`src/rtl/night_rider_seq.sv`:
```
// night_rider_seq -- bouncing LED scanner sequencer.
//
// Converts the slow toggling divider clock into single-cycle step events.
// Those steps move a lit LED back and forth across the bar. The LED holds
// at each end for DWELL steps before it reverses. slow_clk is only sampled
// as data; all state runs on clk_in.
//
// Optional build macro: TRAIL_EN
//   defined   : led also lights the position before the most recent step,
//               which gives a 2-LED comet tail. A single LED is lit during
//               a dwell.
//   undefined : led is strictly one-hot.
//
// Ports:
//   clk_in   in   system clock
//   rst      in   asynchronous reset, active-high
//   slow_clk in   toggling divider output (asynchronous, synchronized here)
//   start    in   1-cycle pulse, begins scanning from IDLE
//   stop     in   1-cycle pulse, returns to IDLE from any state (wins over start)
//   speed    in   step every 2^speed slow_clk rising edges
//   led      out  LED drive, bit pos lit (0 in IDLE)
//   pos      out  current LED index
//   dir      out  0 = moving up, 1 = moving down
//   running  out  high in every state except IDLE
//   o_state  out  FSM state, for debug/observation
//
// Handshake: start/stop are plain single-cycle strobes sampled on clk_in.
// There is no ready; start is ignored unless the FSM is in IDLE.
module night_rider_seq #(
  parameter int NUM_LEDS = 8,
  parameter int DWELL    = 2,
  parameter int POS_W    = 3
) (
  input  logic                clk_in,
  input  logic                rst,
  input  logic                slow_clk,
  input  logic                start,
  input  logic                stop,
  input  logic [1:0]          speed,
  output logic [NUM_LEDS-1:0] led,
  output logic [POS_W-1:0]    pos,
  output logic                dir,
  output logic                running,
  output logic [2:0]          o_state
);

  typedef enum logic [2:0] {
    IDLE     = 3'd0,
    RUN_UP   = 3'd1,
    DWELL_HI = 3'd2,
    RUN_DN   = 3'd3,
    DWELL_LO = 3'd4
  } state_t;

  localparam int DCNT_W = (DWELL > 1) ? $clog2(DWELL) : 1;
  localparam int DWELL_LAST_I = (DWELL > 0) ? DWELL - 1 : 0;
  localparam logic [DCNT_W-1:0]   DWELL_LAST = DCNT_W'(DWELL_LAST_I);
  localparam logic [POS_W-1:0]    LAST_POS   = POS_W'(NUM_LEDS - 1);
  localparam logic [NUM_LEDS-1:0] LED0       = NUM_LEDS'(1);

  state_t              r_state;
  logic [POS_W-1:0]    r_pos;
  logic [NUM_LEDS-1:0] r_led;
  logic                r_dir;
  logic                r_running;
  logic [DCNT_W-1:0]   r_dcnt;

  // Synchronizer and edge detector for slow_clk.
  logic r_sync1, r_sync2, r_slow_q;
  logic w_tick;

  always_ff @(posedge clk_in or posedge rst) begin
    if (rst) begin
      r_sync1  <= 1'b0;
      r_sync2  <= 1'b0;
      r_slow_q <= 1'b0;
    end else begin
      r_sync1  <= slow_clk;
      r_sync2  <= r_sync1;
      r_slow_q <= r_sync2;
    end
  end

  assign w_tick = r_sync2 & ~r_slow_q;

  // Prescaler. The rate is re-latched only at start and at each step.
  // This means a speed change never cuts an interval short.
  logic [2:0] r_pcnt;
  logic [1:0] r_spd;
  logic [2:0] w_pmax;
  logic       w_active;
  logic       w_step;

  assign w_pmax   = (3'd1 << r_spd) - 3'd1;
  assign w_active = (r_state != IDLE);
  assign w_step   = w_tick && w_active && !stop && (r_pcnt == w_pmax);

  always_ff @(posedge clk_in or posedge rst) begin
    if (rst) begin
      r_pcnt <= 3'd0;
      r_spd  <= 2'd0;
    end else if (stop) begin
      r_pcnt <= 3'd0;
    end else if (start && !w_active) begin
      r_pcnt <= 3'd0;
      r_spd  <= speed;
    end else if (w_tick && w_active) begin
      if (r_pcnt == w_pmax) begin
        r_pcnt <= 3'd0;
        r_spd  <= speed;
      end else begin
        r_pcnt <= r_pcnt + 3'd1;
      end
    end
  end

  logic [POS_W-1:0] w_pos_up, w_pos_dn;
  assign w_pos_up = r_pos + 1'b1;
  assign w_pos_dn = r_pos - 1'b1;

  always_ff @(posedge clk_in or posedge rst) begin
    if (rst) begin
      r_state   <= IDLE;
      r_pos     <= '0;
      r_led     <= '0;
      r_dir     <= 1'b0;
      r_running <= 1'b0;
      r_dcnt    <= '0;
    end else if (stop) begin
      r_state   <= IDLE;
      r_pos     <= '0;
      r_led     <= '0;
      r_dir     <= 1'b0;
      r_running <= 1'b0;
      r_dcnt    <= '0;
    end else begin
      case (r_state)
        IDLE: begin
          if (start) begin
            r_state   <= RUN_UP;
            r_pos     <= '0;
            r_led     <= LED0;
            r_dir     <= 1'b0;
            r_running <= 1'b1;
            r_dcnt    <= '0;
          end
        end
        RUN_UP: begin
          if (w_step) begin
            r_pos <= w_pos_up;
            r_led <= LED0 << w_pos_up;
            if (w_pos_up == LAST_POS) begin
              if (DWELL > 0) begin
                r_state <= DWELL_HI;
              end else begin
                r_state <= RUN_DN;
                r_dir   <= 1'b1;
              end
            end
          end
        end
        DWELL_HI: begin
          if (w_step) begin
            if (r_dcnt == DWELL_LAST) begin
              r_state <= RUN_DN;
              r_dir   <= 1'b1;
              r_dcnt  <= '0;
            end else begin
              r_dcnt <= r_dcnt + 1'b1;
            end
          end
        end
        RUN_DN: begin
          if (w_step) begin
            r_pos <= w_pos_dn;
            r_led <= LED0 << w_pos_dn;
            if (w_pos_dn == '0) begin
              if (DWELL > 0) begin
                r_state <= DWELL_LO;
              end else begin
                r_state <= RUN_UP;
                r_dir   <= 1'b0;
              end
            end
          end
        end
        DWELL_LO: begin
          if (w_step) begin
            if (r_dcnt == DWELL_LAST) begin
              r_state <= RUN_UP;
              r_dir   <= 1'b0;
              r_dcnt  <= '0;
            end else begin
              r_dcnt <= r_dcnt + 1'b1;
            end
          end
        end
        default: begin
          r_state <= IDLE;
        end
      endcase
    end
  end

`ifdef TRAIL_EN
  // Tail = previous position as a one-hot mask. It is held at zero whenever
  // the previous position equals the current one (after start, during a
  // dwell), so only the head is lit then.
  logic [NUM_LEDS-1:0] r_prev_led;
  logic                w_run_step;
  logic                w_lands_end;

  assign w_run_step  = w_step && ((r_state == RUN_UP) || (r_state == RUN_DN));
  assign w_lands_end = (r_state == RUN_UP) ? (w_pos_up == LAST_POS)
                                           : (w_pos_dn == '0);

  always_ff @(posedge clk_in or posedge rst) begin
    if (rst) begin
      r_prev_led <= '0;
    end else if (stop || (start && !w_active)) begin
      r_prev_led <= '0;
    end else if (w_run_step) begin
      r_prev_led <= (w_lands_end && (DWELL > 0)) ? '0 : r_led;
    end else if (w_step) begin
      r_prev_led <= '0;
    end
  end

  assign led = r_led | r_prev_led;
`else
  assign led = r_led;
`endif

  assign pos     = r_pos;
  assign dir     = r_dir;
  assign running = r_running;
  assign o_state = r_state;

endmodule

```
`config.mk`:
```
export PLATFORM = sky130hd
export DESIGN_NAME = night_rider_seq
export DESIGN_NICKNAME = d
export VERILOG_FILES = /design/src/rtl/night_rider_seq.sv
export SDC_FILE = /design/constraint.sdc
export NUM_CORES = 1
export LEC_CHECK = 0
export CAP_MARGIN = 20
export CORE_UTILIZATION = 25
export CTS_CLUSTER_SIZE = 14
export DETAILED_ROUTE_END_ITERATION = 10
export GPL_ROUTABILITY_DRIVEN = 0
export SYNTH_ARGS = -nofsm -noshare
export SYNTH_HDL_FRONTEND = slang
export SYNTH_SLANG_ARGS = --single-unit
export TNS_END_PERCENT = 50
```
`constraint.sdc`:
```
create_clock -name clk_in -period 1.9 [get_ports clk_in]
set_input_delay 0.38 -clock clk_in [delete_from_list [all_inputs] [get_ports clk_in]]
set_output_delay 0.38 -clock clk_in [all_outputs]
set_load 0.01 [all_outputs]
```
## Yosys cells after proc, flatten, opt, wreduce, memory -nomap -nowiden

Index checks and enable logic that the tools add are counted.
Widths: inputs -> output; s select.

| word-level totals | value |
|---|---|
| memories kept | 0 |
| logic and storage cells | 104 |
| output and inout port bits | 16 |
| memory bits (writable) | 0 |
| bits in read-only memories | 0 |
| bits of input ports | 7 |
| bits in latches | 0 |
| bits in registers | 25 |

| operators by class | value |
|---|---|
| div/mod/pow operators | 0 |
| reductions and logical operators | 24 |
| equality and inequality tests | 16 |
| muxes and demuxes | 42 |
| multipliers | 0 |
| $lt $le $gt $ge | 0 |
| add/subtract/negate cells | 5 |
| bitwise logic cells | 3 |
| shift-type cells | 3 |

Operators by type and width:

| kind | number |
|---|---|
| $mux 3 | 18 |
| $mux 8 | 4 |
| $ne 3x3->1 const B | 9 |
| $pmux 8 s3 | 1 |
| $shl 1x3->8 const A | 2 |
| $pmux 3 s5 | 1 |
| $mux 1 | 12 |
| $pmux 3 s3 | 1 |
| $reduce_and 9->1 | 1 |
| $reduce_bool 3->1 | 3 |
| $reduce_bool 2->1 | 4 |
| $reduce_bool 4->1 | 2 |
| $add 3x1->3 const B | 2 |
| $eq 3x2->1 const B | 2 |
| $eq 3x3->1 const B | 2 |
| $logic_not 3->1 | 2 |
| $mux 2 | 3 |
| $reduce_and 3->1 | 2 |
| $reduce_and 6->1 | 1 |
| $sub 3x1->3 const B | 2 |
| $logic_and 1x1->1 | 4 |
| $reduce_and 4->1 | 1 |
| $eq 3x1->1 const B | 1 |
| $eq 3x3->1 | 1 |
| other kinds (10) | 12 |

## Logic depth before layout (Yosys ltp)

| logic depth | value |
|---|---|
| word-level depth | 8 |
| depth in mapped cells | 8 |
| mapped depth without buffers | 7 |

## Least setup slack after synthesis

No wires, ideal clock.

| timing | value |
|---|---|
| path type | reg2reg |
| from | reg r_pos[0], in the netlist pos[0] |
| to | reg r_state[2], in the netlist o_state[2] |
| data required time | 1773 ps |
| slack | -60 ps |
| stages on the path, launching flop included | 9 |
| library setup time | 127 ps |
| clock period less this slack | 1960 ps |
| buffers on the path | 1 |
| arrival | 1833 ps |
| cells stage by stage | dfrtp_1 > clkbuf_1 > inv_1 > ha_1 > nand3b_1 > o211ai_1 > a41o_1 > nand3_1 > mux2_1 |

| on the way | value |
|---|---|
| longest elaborated chain between the ends | 4 |
| elaborated cells between the ends (all ways) | 7 |
| classes of those cells | 2 x add/sub; 3 x eq/ne; 2 x reduce/logical |

Ends and longest elaborated chain:

| what | RTL line | RTL |
|---|---|---|
| start: declaration | 62 | `logic [POS_W-1:0] r_pos;` |
| start signal: assignment | 150 | `r_pos <= w_pos_up;` |
| start signal: assignment | 175 | `r_pos <= w_pos_dn;` |
| $add 3x1->3 or $sub 3x1->3 (tied branches) | 118, 119 |  |
| $eq 3x3->1 or $logic_not 3->1 (tied branches) | 152, 177 |  |
| $ne 3x3->1 (no line) | n/a |  |
| $reduce_and 9->1 (no line) * | n/a |  |
| end signal: assignment | 123 | `r_state <= IDLE;` |
| end signal: assignment | 154 | `r_state <= DWELL_HI;` |
| end signal: assignment | 156 | `r_state <= RUN_DN;` |
| end: declaration | 61 | `state_t r_state;` |

Mark *: on every way between the ends. The rest lies on a longest branch, timed or not.
A chain may end at the register's enable or synchronous reset.

## Worst setup path in the final report

| timing | value |
|---|---|
| from | reg r_state[0], in the netlist o_state[0] |
| to | out o_state[0] |

RTL lines:

| what | RTL line | RTL |
|---|---|---|
| start signal: assignment | 123 |  |
| start signal: assignment | 130 | `r_state <= IDLE;` |
| start signal: assignment | 140 | `r_state <= RUN_UP;` |
| end: declaration | 44 | `output logic [2:0] o_state` |

No word-level cell between the ends.

==> metrics <==
DIE AREA=~6000 um2; register area share after synthesis=0.440; average size of a mapped cell=approximately 10 um2; num ports=23; first-pass GRT wire length=5.35 mm; largest fanout of any net on the critical path=10; Chip Height=77.4 um; largest net degree at the start of global routing=26; standby leakage power=~0.84 nW; total core area=5510 um2; remaining max-slew budget at the tightest pin=0.775; Die X-Extent=between 70 and 80 um; top routing layer in use=met4; relative area change from synthesis to final layout=33.1%; Req. time, crit path=1.52 ns; Post-synth EDFFs=0; H-tree level count=1; Worst-Skew Late Latency=0.27 ns; maximum number of buffers from clock root to sink=2; Antenna Nets Post-Route=0; delay of the slowest cell on the worst path=0.54 ns; max cap viols=0; clock tree root driver cell=sky130_fd_sc_hd__clkbuf_8; total half-perimeter wirelength after legalization and detailed placement=2.31 mm; final routed wire length divided by cell count=between 10 and 15 um; initial antenna violation count=0; All-Layer GR Usage=0.111; total grt overflow=0; Worst Setup End Kind=output pin; max-slew violation count=0; met3 wire len=120 um; power density cells=1040 nW/um2; TritonCTS clock tree=built; worst IR drop on VDD=about 0.00041 V; share of async-settable or async-resettable flops after synthesis=1.00; site row count=27; Critical Path Source Type=flop; Antenna Diode Count=0; detailed-routed wire length on met2=1.41 mm; clock slew seen by the registers of the worst setup and hold paths=0.09 ns; minimum period implied by the final worst setup slack=between 1.5 and 2 ns; number of clock sinks=25; Synth Warn #=0; total count of hold-check failures in the final report=0; Setup-failing EPs final=0; RSZ-0062 raised after global routing=yes; vias=1,184; clock skew after layout=0.00227 ns; status=complete, no violations; category of the most critical setup path=flop to output pin; DRC violations left=0; worst-margin pin slew=around 0.34 ns; IO buf count=22; path category of the worst min-delay check=flop to flop; wirelength, routed=3.04 mm; post-synth cell types=just over 50; arrival time reported for the critical path endpoint=1.43 ns; Worst Hold Margin=0.359 ns; family with the most delay on the worst path=buffers and inverters; Final #Nets=190; routed length on met1=1.48 mm; Seq cells post-synth=25; number of buffer and inverter stages on the critical path=2; Post-CTS Hold Fix Bufs=0; cell count after synthesis=roughly 140; Primary FF master, synth=sky130_fd_sc_hd__dfrtp_1; highest attainable clock frequency=0.552 GHz; number of clock buffers inserted by TritonCTS=3; effective utilization at floorplan=0.258; fraction of layout instances using a drive strength above 1=0.198; share of the clock period used by the worst path=0.954; router iterations before antenna repair=4; synthesized area=1420 um2; net count of the mapped netlist=150; number of vias per cell=4.76; Post-Route Setup TNS=0 ns; detailed router's first-iteration violation count=25; worst-path cell chain=buf_6, clkdlybuf4s50_1; vias in the first global route=1,126; Critical-path top delay cell=sky130_fd_sc_hd__clkdlybuf4s50_1
registers in the layout, summed over array words and instances (netlist names):
signal    count
r_sync1       1
pos           3
led           8
r_dcnt        1
dir           1
running       1
r_sync2       1
r_pcnt        3
r_spd         2
r_slow_q      1
o_state       3
through the flow:
step	area [um2]	utilization	instances	setup slack [ns]	total power, mW
finish	1890	0.344	249	0.0879	1.96
global placement	1820	0.331	244	-0.101	1.62
floorplan	1430	-	138	0.0563	1.30
detailed placement	1820	0.331	244	-0.159	1.63
global route	1890	0.344	249	-0.00624	2.12
CTS	1870	0.339	248	0.0495	1.95
per-layer routing:
metal	vias up	global-route usage
li1	578	-
met1	574	0.143
met2	27	0.188
met3	5	0.0282
met4	0	0.0226
met5	-	0
kinds of logic (layout without fill, tap and decap cells):
group | count (synthesis) | after routing | share of synthesized area
AOI/OAI and AO/OA | 32 | 32 | 0.170
xor gates and xnor gates | 6 | 6 | 0.0369
adders and majority gates | 5 | 5 | 0.0440
buffers and inverters | 15 | 54 | 0.0580
DFF | 25 | 25 | 0.440
muxes | 5 | 5 | 0.0378
and+or+nand+nor | 50 | 50 | 0.214
placed cells by master, fill, tap and decap left out, drive strengths merged, types with 5 or more instances in the layout:
cell           netlist  layout
a21oi                6       6
buf                  6      20
clkdlybuf4s50        0      22
dfrtp               25      25
ha                   5       5
inv                  7       7
nand2               12      12
nor2                 9       9
o21ai                5       5
xnor2                5       5
where the power goes:
group	internal, mW	switching (mW)	total, mW
Sequential	0.629	0.106	0.735
Clock	0.150	0.171	0.321
Combinational	0.457	0.447	0.904
synth_stat cells (all sizes together) (2+ instances only):
library cell  count  area (um2)
dfrtp            25         626
nand2            12        45.0
nor2              9        33.8
inv               7        26.3
a21oi             6        30.0
buf               6        48.8
ha                5        62.6
o21ai             5        28.8
xnor2             5        43.8
a22o              4        35.0
nand3             4        20.0
nand4             4        25.0
nor3              4        30.0
a32o              3        31.3
mux2              3        33.8
nand2b            3        26.3
nand3b            3        35.0
a21o              2        15.0
mux2i             2        20.0
o31ai             2        15.0
worst paths after layout:
path	end	cells past startpoint	slack (ns)	start
setup / recovery	o_state[0]	2	0.09	o_state[0]
hold / removal	r_sync2	0	0.36	r_sync1
setup reg to reg	o_state[2]	7	0.09	pos[0]
hold reg to reg	r_sync2	0	0.36	r_sync1
max in group asynchronous	led[2]	3	1.19	rst
min in group asynchronous	r_spd[1]	3	0.47	rst
worst reg2reg max path, cell delays in order, from the launching register on:
cell and delay, ns:
sky130_fd_sc_hd__dfrtp_1 0.44, sky130_fd_sc_hd__buf_4 0.18, sky130_fd_sc_hd__ha_1 0.20, sky130_fd_sc_hd__nand3_1 0.10
sky130_fd_sc_hd__o311ai_2 0.11, sky130_fd_sc_hd__a41o_1 0.26, sky130_fd_sc_hd__nand3_1 0.10, sky130_fd_sc_hd__mux2_1 0.31
timing repair:
action	4_1_cts	5_1_grt
resized for setup	0	5
endpoints found under the setup margin	0	4
buffers inserted	0	1
layout make-up:
cell class                      instances  area (um2)
Clock buffer                            4        45.0
Fill cell                             573        3610
Inverter                                8        30.0
Multi-Input combinational cell         98         728
Sequential cell                        25         626
Tap cell                               72        90.1
Timing Repair Buffer                   42         374
No activity file was read; power rests on OpenSTA's default activity.
